$ cat src/rtl/control_sequencer_if.sv
// Handshake and datapath-control bundle between the sequencer and its datapath.
interface control_sequencer_if;
    localparam int unsigned DW = 32;
    localparam int unsigned CW = 4;

    logic          start;
    logic          mem_rdy;
    logic [DW-1:0] IR;
    logic [DW-1:0] enable;
    logic [DW-1:0] busSelect;
    logic [CW-1:0] Control_Signals;
    logic          MR_Read;
    logic          IncPC;
    logic          busy;
    logic          done;
    logic          illegal;

    // Datapath / requester side
    modport master (
        output start, mem_rdy, IR,
        input  enable, busSelect, Control_Signals, MR_Read, IncPC, busy, done, illegal
    );

    // Sequencer side
    modport slave (
        input  start, mem_rdy, IR,
        output enable, busSelect, Control_Signals, MR_Read, IncPC, busy, done, illegal
    );
endinterface

$ cat src/rtl/control_sequencer.sv
// Fetch/decode/execute control sequencer for a three-register ALU datapath.
// Outputs are decoded from the current state and IR so that T3..T5 strobes
// follow the instruction just latched into IR during T2.
module control_sequencer (
    input  logic                clk,
    input  logic                clr,
    control_sequencer_if.slave  bus
);
    localparam int unsigned DW       = 32;
    localparam int unsigned CW       = 4;
    localparam int unsigned EN_PC    = 20;
    localparam int unsigned EN_MDR   = 21;
    localparam int unsigned EN_IR    = 23;
    localparam int unsigned EN_Z     = 24;
    localparam int unsigned EN_MAR   = 25;
    localparam int unsigned EN_Y     = 27;
    localparam int unsigned BS_ZLOW  = 19;
    localparam int unsigned BS_PC    = 20;
    localparam int unsigned BS_MDR   = 21;

    typedef enum logic [3:0] {
        S_IDLE, S_T0, S_T1, S_T2, S_T3, S_T4, S_T5, S_HALT, S_ERR
    } state_t;

    state_t        state_q;
    logic [4:0]    opcode;
    logic [3:0]    ra;
    logic [3:0]    rb;
    logic [3:0]    rc;
    logic [CW-1:0] alu_code;
    logic          op_alu;
    logic          op_halt;
    logic          unused_ir_bits;

    assign opcode         = bus.IR[31:27];
    assign ra             = bus.IR[26:23];
    assign rb             = bus.IR[22:19];
    assign rc             = bus.IR[18:15];
    assign unused_ir_bits = ^bus.IR[14:0];

    // Opcode decode to ALU operation code and instruction class
    always_comb begin
        alu_code = '0;
        op_alu   = 1'b0;
        op_halt  = 1'b0;
        case (opcode)
            5'b00011: begin alu_code = CW'(1); op_alu = 1'b1; end
            5'b00100: begin alu_code = CW'(2); op_alu = 1'b1; end
            5'b00101: begin alu_code = CW'(3); op_alu = 1'b1; end
            5'b00110: begin alu_code = CW'(4); op_alu = 1'b1; end
            5'b01001: begin alu_code = CW'(5); op_alu = 1'b1; end
            5'b01010: begin alu_code = CW'(6); op_alu = 1'b1; end
            5'b01011: begin alu_code = CW'(7); op_alu = 1'b1; end
            5'b01000: begin alu_code = CW'(8); op_alu = 1'b1; end
            5'b00111: begin alu_code = CW'(9); op_alu = 1'b1; end
            5'b11011: op_halt = 1'b1;
            default:  ;
        endcase
    end

    // State register with transitions; clr wins over every other input
    always_ff @(posedge clk) begin
        if (!clr) begin
            state_q <= S_IDLE;
        end else begin
            case (state_q)
                S_IDLE: if (bus.start) state_q <= S_T0;
                S_T0:   state_q <= S_T1;
                S_T1:   if (bus.mem_rdy) state_q <= S_T2;
                S_T2:   state_q <= S_T3;
                S_T3: begin
                    if (op_alu)       state_q <= S_T4;
                    else if (op_halt) state_q <= S_HALT;
                    else              state_q <= S_ERR;
                end
                S_T4:   state_q <= S_T5;
                S_T5:   state_q <= bus.start ? S_T0 : S_IDLE;
                S_HALT: state_q <= S_HALT;
                S_ERR:  state_q <= S_ERR;
                default: state_q <= S_IDLE;
            endcase
        end
    end

    // Per-state strobe decode; busSelect is one-hot or zero by construction
    always_comb begin
        bus.enable          = '0;
        bus.busSelect       = '0;
        bus.Control_Signals = '0;
        bus.MR_Read         = 1'b0;
        bus.IncPC           = 1'b0;
        bus.busy            = 1'b0;
        bus.done            = 1'b0;
        bus.illegal         = 1'b0;
        case (state_q)
            S_T0: begin
                bus.busy             = 1'b1;
                bus.busSelect[BS_PC] = 1'b1;
                bus.enable[EN_MAR]   = 1'b1;
                bus.enable[EN_PC]    = 1'b1;
                bus.IncPC            = 1'b1;
            end
            S_T1: begin
                bus.busy            = 1'b1;
                bus.enable[EN_MDR]  = 1'b1;
                bus.MR_Read         = 1'b1;
            end
            S_T2: begin
                bus.busy              = 1'b1;
                bus.busSelect[BS_MDR] = 1'b1;
                bus.enable[EN_IR]     = 1'b1;
            end
            S_T3: begin
                bus.busy = 1'b1;
                if (op_alu) begin
                    bus.busSelect     = DW'(1) << rb;
                    bus.enable[EN_Y]  = 1'b1;
                end
            end
            S_T4: begin
                bus.busy            = 1'b1;
                bus.busSelect       = DW'(1) << rc;
                bus.enable[EN_Z]    = 1'b1;
                bus.Control_Signals = alu_code;
            end
            S_T5: begin
                bus.busy               = 1'b1;
                bus.busSelect[BS_ZLOW] = 1'b1;
                bus.enable             = DW'(1) << ra;
                bus.done               = 1'b1;
            end
            S_ERR:   bus.illegal = 1'b1;
            default: ;
        endcase
    end
endmodule

$ cat src/flat_wrapper.sv
// flat-port wrapper written by rule: the top's interface ports become plain ports
module control_sequencer_flat 
  (clk, clr, bus_start, bus_mem_rdy, bus_IR, bus_enable, bus_busSelect, bus_Control_Signals, bus_MR_Read, bus_IncPC, bus_busy, bus_done, bus_illegal);
  control_sequencer_if bus_i ();
  input  logic clk;
  input  logic clr;
  input wire logic [$bits(bus_i.start)-1:0] bus_start;
  input wire logic [$bits(bus_i.mem_rdy)-1:0] bus_mem_rdy;
  input wire logic [$bits(bus_i.IR)-1:0] bus_IR;
  output wire logic [$bits(bus_i.enable)-1:0] bus_enable;
  output wire logic [$bits(bus_i.busSelect)-1:0] bus_busSelect;
  output wire logic [$bits(bus_i.Control_Signals)-1:0] bus_Control_Signals;
  output wire logic [$bits(bus_i.MR_Read)-1:0] bus_MR_Read;
  output wire logic [$bits(bus_i.IncPC)-1:0] bus_IncPC;
  output wire logic [$bits(bus_i.busy)-1:0] bus_busy;
  output wire logic [$bits(bus_i.done)-1:0] bus_done;
  output wire logic [$bits(bus_i.illegal)-1:0] bus_illegal;
  assign bus_i.start = bus_start;
  assign bus_i.mem_rdy = bus_mem_rdy;
  assign bus_i.IR = bus_IR;
  assign bus_enable = bus_i.enable;
  assign bus_busSelect = bus_i.busSelect;
  assign bus_Control_Signals = bus_i.Control_Signals;
  assign bus_MR_Read = bus_i.MR_Read;
  assign bus_IncPC = bus_i.IncPC;
  assign bus_busy = bus_i.busy;
  assign bus_done = bus_i.done;
  assign bus_illegal = bus_i.illegal;
  control_sequencer u_core (.clk(clk), .clr(clr), .bus(bus_i));
endmodule
$ cat config.mk
export PLATFORM = sky130hd
export DESIGN_NAME = control_sequencer_flat
export DESIGN_NICKNAME = d
export VERILOG_FILES = /design/src/rtl/control_sequencer_if.sv /design/src/rtl/control_sequencer.sv /design/src/flat_wrapper.sv
export SDC_FILE = /design/constraint.sdc
export NUM_CORES = 1
export LEC_CHECK = 0
export ABC_AREA = 1
export ABC_CLOCK_PERIOD_IN_PS = 1700
export CORE_MARGIN = 10
export CORE_UTILIZATION = 32
export DETAILED_ROUTE_END_ITERATION = 8
export PLACE_DENSITY = 0.82
export SETUP_SLACK_MARGIN = 0.2
export SLEW_MARGIN = 0
export SYNTH_ARGS = -nofsm -noshare
export SYNTH_HDL_FRONTEND = slang
export SYNTH_SLANG_ARGS = --single-unit
$ cat constraint.sdc
create_clock -name clk -period 1.7 [get_ports clk]
set_clock_uncertainty 0.15 [all_clocks]
set_input_delay 0.34 -clock clk [delete_from_list [all_inputs] [get_ports clk]]
set_output_delay 0.34 -clock clk [all_outputs]
set_load 0.05 [all_outputs]
==> run_results.csv, run 1 <==
group,metric,value,unit
yosys,synthTopCellsByArea,"buf_4 15%, inv_1 10%, nor3_1 9.4%, nand2_1 9.2%, nor2_1 9.2%",
yosys,syn-cell-area,1230,µm²
placement,gp_congestion,0.889,
global_route,grt_start_max_net_pins,9,
clocking,clock-sinks,4,
yosys,netlist_instances,217,
run_status,stop_stage,"global routing (5_1_grt)",
sta,worst_path_end_type,"output port",
sta,grt-worst-endpoint,"bus_busSelect[13]",
yosys,ys_seq_elements,4,
floorplanning,die_h,82.0,µm
clocking,clockBufferDepth,2,
floorplanning,ios,109,
floorplanning,row_count,22,
yosys,yosys.area.top_type,"buf_4",
yosys,ys_types,29,
run_status,firstError,"[ERROR DPL-0038] Utilization greater than 100%, impossible to legalize",
yosys,syn_area_per_cell,5.67,µm²
placement,port_buffers,70,
clocking,cts_made_buffers,3,
yosys,yosysSeqAreaShare,6.51,%
yosys,synth.top_cell.area_share,14.6,%
clocking,cts_hold_buffers,0,
run_status,status,"did not finish",
clocking,ctsRootBufferMaster,"clkbuf_8",
yosys,synth_warnings,0,
placement,hpwl,5430,µm
clocking,htreeDepth,1,
floorplanning,start_util,33.3,%
floorplanning,fp.dieW,82.0,µm
through the flow:
step | std cells | instance area (µm²) | hold slack (ns) | worst slack, ns | setup TNS [ns]
CTS | 381 | 3530 | 0.577 | -0.353 | -13.25
detailed placement | 364 | 3110 | 0.554 | -0.715 | -19.09
global placement | 364 | 3110 | 0.525 | -0.658 | -17.08
floorplan | 239 | 1790 | 0.314 | -0.122 | -3.39
Yosys cell counts (all sizes together):
cell type,instances
dfxtp,4
o22ai,6
or2,1
o2bb2ai,1
clkinv,1
clkbuf,1
nand4,8
nor3,23
a21oi,5
buf,27
inv,40
a31oi,2
nand3,18
conb,1
o21ai,11
nand2,33
nor2,35
kinds of logic after synthesis:
logic type / count (synthesis) / synth area share, %
other: 1 / 0.305
flip-flops: 4 / 6.51
buffers and inverters: 69 / 29.7
AO/OA/AOI/OAI: 25 / 15.8
AND/OR/NAND/NOR: 118 / 47.7
what timing repair did:
action / 4_1_cts
cloned: 1
setup endpoints to repair: 54
buffers inserted: 12
gates resized for setup: 104
pin swaps: 23
==> run 2, diff against run 1 <==
--- a/config.mk
+++ b/config.mk
@@ -10,8 +10,7 @@
 export CORE_MARGIN = 10
 export CORE_UTILIZATION = 32
 export DETAILED_ROUTE_END_ITERATION = 8
-export PLACE_DENSITY = 0.82
-export SETUP_SLACK_MARGIN = 0.2
+export PLACE_DENSITY_LB_ADDON = 0.15
 export SLEW_MARGIN = 0
 export SYNTH_ARGS = -nofsm -noshare
 export SYNTH_HDL_FRONTEND = slang
==> run_results.csv, run 2 <==
group,metric,value,unit
worst_setup_path,worstSetupStartpointType,"flip-flop",
sta,min_period,2.14,ns
global_route,use_met2,38.5,%
final_layout,final_common_cell,"buf_12",
power,p_per_area,450,nW/µm²
floorplanning,start_util,33.3,%
power,p_comb_share,76.9,%
final_layout,fin_nets,367,
yosys,ys_types,29,
sta,setup-violations-final,50,
routing,drt_first_iter_violations,113,
job,cap_viol_max_count,0,
final_layout,area_delta_synth_final,180,%
sta,fin_ws,-0.437,ns
power,sw_frac_of_total,53.0,%
global_route,grt_use_met3,6.22,%
power,peakVddDrop,359,µV
clocking,cts_made_buffers,3,
worst_setup_path,worstPathCellList,"inv_2 -> nor2_4 -> nand3_4 -> nor2_4 -> inv_6 -> o22ai_4 -> buf_12",
placement,hpwl,4780,µm
global_route,grt_overflow,0,
clocking,cts_tree,"built",
clocking,clk_latency,0.22,ns
yosys,yosysSeqAreaShare,6.51,%
worst_setup_path,cp_slowest_cell,"dfxtp_2",
sta,rsz0062_at_grt,"true",
routing,wl_per_cell,20.6,µm
power,p_leak,1.37,nW
run_status,violations,"negative setup slack",
yosys,ys_seq_elements,4,
placement,gp_congestion,0.849,
yosys,synth.top_cell.area_share,14.6,%
clocking,ctsRootBufferMaster,"clkbuf_8",
final_layout,regMostFlops,"u_core.state_q",
placement,dp_cells,365,
routing,route.detailed.drc,0,
global_route,top_usage_layer,"met2",
sta,holdWs,0.495,ns
yosys,yosys-top-cells-count,"33 x inv_1, 30 x nand2_1, 30 x nor2_1, 24 x buf_4, 23 x nor3_1",
worst_setup_path,endpoint_kind,"output port",
clocking,htreeDepth,1,
routing,drt-pass1-iter-count,4,
power,seq_power_share,9.1,%
clocking,clockBufferDepth,2,
yosys,synth.most_common_cell,"inv_1",
routing,via_per_inst,5.27,
worst_setup_path,cpPeakStageDelay,0.33,ns
floorplanning,core_area,3690,µm²
yosys,syn-cell-area,1230,µm²
placement,place_ws,-0.713,ns
routing,drtAntennaViolNets,0,
sta,max_freq,468,MHz
routing,vias,1999,
placement,port_buffers,70,
run_status,status,"complete, but fails checks",
worst_setup_path,criticalPathCategory,"flip-flop to output port",
global_route,grt_start_max_net_pins,9,
worst_setup_path,required,1.21,ns
global_route,track_usage,20.1,%
global_route,met1_usage,19.8,%
yosys,syn_area_per_cell,5.67,µm²
power,internal-power,0.729,mW
yosys,async_flop_share,0,%
yosys,netlist_instances,217,
worst_setup_path,critical_path_arrival,1.65,ns
global_route,antenna_found_initial,1,
yosys,synthFlopType,"dfxtp_1",
floorplanning,fp.dieW,82.0,µm
worst_setup_path,path_max_fanout,5,
power,p_total,1.55,mW
global_route,first_global_vias,2073,
final_layout,reg.largest.list,"u_core.state_q: 4 flops",
yosys,yosys.area.top_type,"buf_4",
routing,routed_wirelength,7800,µm
final_layout,instances_no_fill,379,
yosys,synth_edf_count,0,
power,p_switching,0.824,mW
power,p_clk_share,13.9,%
global_route,grt_pass1_wl,10700,µm
final_layout,largest_register_ffs,4,
sta,timing.final.crit_share,126,%
yosys,synthTopCellsByArea,"buf_4 15%, inv_1 10%, nor3_1 9.4%, nand2_1 9.2%, nor2_1 9.2%",
floorplanning,design.die.area,6720,µm²
worst_setup_path,cp_common_cell,"nor2_4",
floorplanning,die_h,82.0,µm
clocking,clock-sinks,4,
clocking,path_clk_slew,0.03,ns
final_layout,layout-drive-gt1-share,67.3,%
yosys,synth_warnings,0,
floorplanning,row_count,22,
final_layout,layout_common_cells,"53 x buf_12, 33 x buf_4, 23 x nor2_4, 23 x conb_1, 20 x nand2_1",
sta,hold_viol_final,0,
floorplanning,ios,109,
sta,final_max_slew_viol_count,0,
hold_path,hold_class,"flip-flop to flip-flop",
run 2: cell counts after synthesis:
No cell type changed its count.
run 2: cells by family after synthesis:
| kind of cell | Yosys count | share of synthesized area, % |
|---|---|---|
| compound gates | 25 | 15.8 |
| buf+inv | 69 | 29.7 |
| other cells | 1 | 0.305 |
| flops | 4 | 6.51 |
| simple gates | 118 | 47.7 |
run 2: area by class of cell:
type | instances | area (µm²)
Antenna cell | 1 | 2.50
Fill cell | 124 | 240
Sequential cell | 4 | 87.6
Timing Repair Buffer | 114 | 1580
Multi-Input combinational cell | 167 | 1480
Tap cell | 48 | 60.1
Clock buffer | 4 | 45.0
Inverter | 41 | 193
run 2: power by group through the flow:
| stage | combinational, mW | sequential (mW) | clock (mW) |
|---|---|---|---|
| 6_report | 1.19 | 0.142 | 0.217 |
| 5_1_grt | 1.25 | 0.145 | 0.221 |
| 4_1_cts | 1.14 | 0.140 | 0.215 |
| 3_5_place_dp | 1.06 | 0.140 | 0 |
| 3_3_place_gp | 1.04 | 0.139 | 0 |
| 2_1_floorplan | 0.664 | 0.138 | 0 |
run 2: final timing paths:
kind / startpoint / to / slack, ns / cells after the start
max: u_core.state_q[2] / bus_busSelect[13] / -0.44 / 7
max reg2reg: u_core.state_q[3] / u_core.state_q[0] / 0.13 / 7
min: u_core.state_q[3] / u_core.state_q[3] / 0.50 / 3
min reg2reg: u_core.state_q[3] / u_core.state_q[3] / 0.50 / 3
run 2: what timing repair did:
item	4_1_cts	5_1_grt
hold buffers	0	0
endpoints found under the setup margin	51	50
pin swaps	21	9
gates cloned	1	0
buffers inserted	8	2
resized for setup	79	21
run 2: worst max-delay path: cells and delay by family (launching register included):
kind,cells,cell delay [ns]
and+or+nand+nor,3,0.60
buffers and inverters,3,0.30
AOI/OAI and AO/OA,1,0.19
DFF,1,0.33
run 2: metrics by stage:
step | utilization (%) | setup TNS, ns | area, µm²
finish | 93.5 | -15.43 | 3450
global route | 93.5 | -18.17 | 3450
CTS | 91.3 | -13.71 | 3370
detailed placement | 83.6 | -19.22 | 3080
global placement | 83.6 | -17.41 | 3080
floorplan | - | -3.56 | 1750
run 2: per-layer routing:
| layer | share of wire, % | vias to the layer above |
|---|---|---|
| li1 | - | 889 |
| met1 | 36 | 978 |
| met2 | 53 | 111 |
| met3 | 8.8 | 21 |
| met4 | 2.1 | 0 |
| met5 | 0 | - |
Power figures use the tool's default switching activity.
==> variant (settings of run 2) <==
`CW` is set to 4 in 2 places; all go to 5.
--- a/src/rtl/control_sequencer_if.sv
+++ b/src/rtl/control_sequencer_if.sv
@@ -3,3 +3,3 @@
     localparam int unsigned DW = 32;
-    localparam int unsigned CW = 4;
+    localparam int unsigned CW = 5;
 
--- a/src/rtl/control_sequencer.sv
+++ b/src/rtl/control_sequencer.sv
@@ -9,3 +9,3 @@
     localparam int unsigned DW       = 32;
-    localparam int unsigned CW       = 4;
+    localparam int unsigned CW       = 5;
     localparam int unsigned EN_PC    = 20;
Interface: changed (resized bus_Control_Signals); port bits go from 109 to 110. The function was not compared with the original's and may differ.
==> variant against run 2 <==
- the run now fails in global routing (5_1_grt)
- area after synthesis increased by 0.61%
==> variant: results (changes against run 2) <==
clock_tree.htree_level_count: 1  # unchanged
cts.root.buffer_cell: "sky130_fd_sc_hd__clkbuf_8"  # unchanged
clock_tree.buffer_depth: 2  # unchanged
synth_sequential_area_ratio_pct: 6.47  # was 6.51%
synth_area_leaders: "sky130_fd_sc_hd__buf_4 15%, sky130_fd_sc_hd__inv_1 10%, sky130_fd_sc_hd__nor3_1 9.3%"  # was sky130_fd_sc_hd__buf_4 15%, sky130_fd_sc_hd__inv_1 10%, sky130_fd_sc_hd__nor3_1 9.4%
grtUsageTotal_pct: 58.6
synth_edf_count: 0  # unchanged
clock_sink_count: 4  # unchanged
synth_cell_types: 29  # unchanged
grt_max_degree: 9
tritoncts.num_buffers: 3  # unchanged
outcome.stop_stage: "global routing (5_1_grt)"
first-error: "[ERROR GRT-0232] Routing congestion too high. Check the congestion heatmap in the GUI."
globalRoute.totalOverflow: 45
buffer_ports.inserted: 70  # unchanged
outcome: "aborted with a tool error"  # was finished, violations left
dominantRegCellSynth: "sky130_fd_sc_hd__dfxtp_1"  # unchanged
syn_avg_cell_area_um2: 5.68  # was 5.67 um2
post_synth_fa_ha_maj_area_fraction_pct: 0  # unchanged
crit_endpoint: "bus_busSelect[13]"
place_ws_ns: -0.699  # was -0.713 ns
synthesis.yosys.warnings: 0  # unchanged
place_congestion: 0.920  # was 0.849
grt_antenna_before_repair: 1
placement.cell_area_um2: 3090  # was 3080 um2
synth_mux_area_share_pct: 0  # unchanged
synth_compound_area_share_pct: 15.7  # was 15.8%
postSynth.asyncResetShare_pct: 0  # unchanged
worstEndpointType: "primary output"
synth.cells.most_frequent: "33 x sky130_fd_sc_hd__inv_1, 30 x sky130_fd_sc_hd__nand2_1, 30 x sky130_fd_sc_hd__nor2_1, 25 x sky130_fd_sc_hd__buf_4, 23 x sky130_fd_sc_hd__nor3_1"  # was 33 x sky130_fd_sc_hd__inv_1, 30 x sky130_fd_sc_hd__nand2_1, 30 x sky130_fd_sc_hd__nor2_1, 24 x sky130_fd_sc_hd__buf_4, 23 x sky130_fd_sc_hd__nor3_1
detailed_place_hpwl_mm: 4.98  # was 4.78 mm
yosys.area_share.xor_xnor_pct: 0  # unchanged
-- variant: timing repair --
item | in CTS
resized for setup | 111
pin swaps | 23
setup endpoints to repair | 51
buffers inserted | 13
gates cloned | 1
-- variant: cells by family after synthesis --
logic type,count (synthesis)
buf+inv,70
flops,4
compound gates,25
simple gates,118
other cells,1
-- variant: per-layer routing --
layer	overflow	GRT usage [%]
met1	0	58.4
met4	16	62.1
met2	29	72.6
met3	0	45.5
met5	0	0
-- variant: through the flow --
step	cells	hold slack, ns	util (%)
after floorplan	241	0.314	-
after detailed placement	366	0.485	83.7
after global placement	366	0.476	83.7
after CTS	381	0.506	94.6
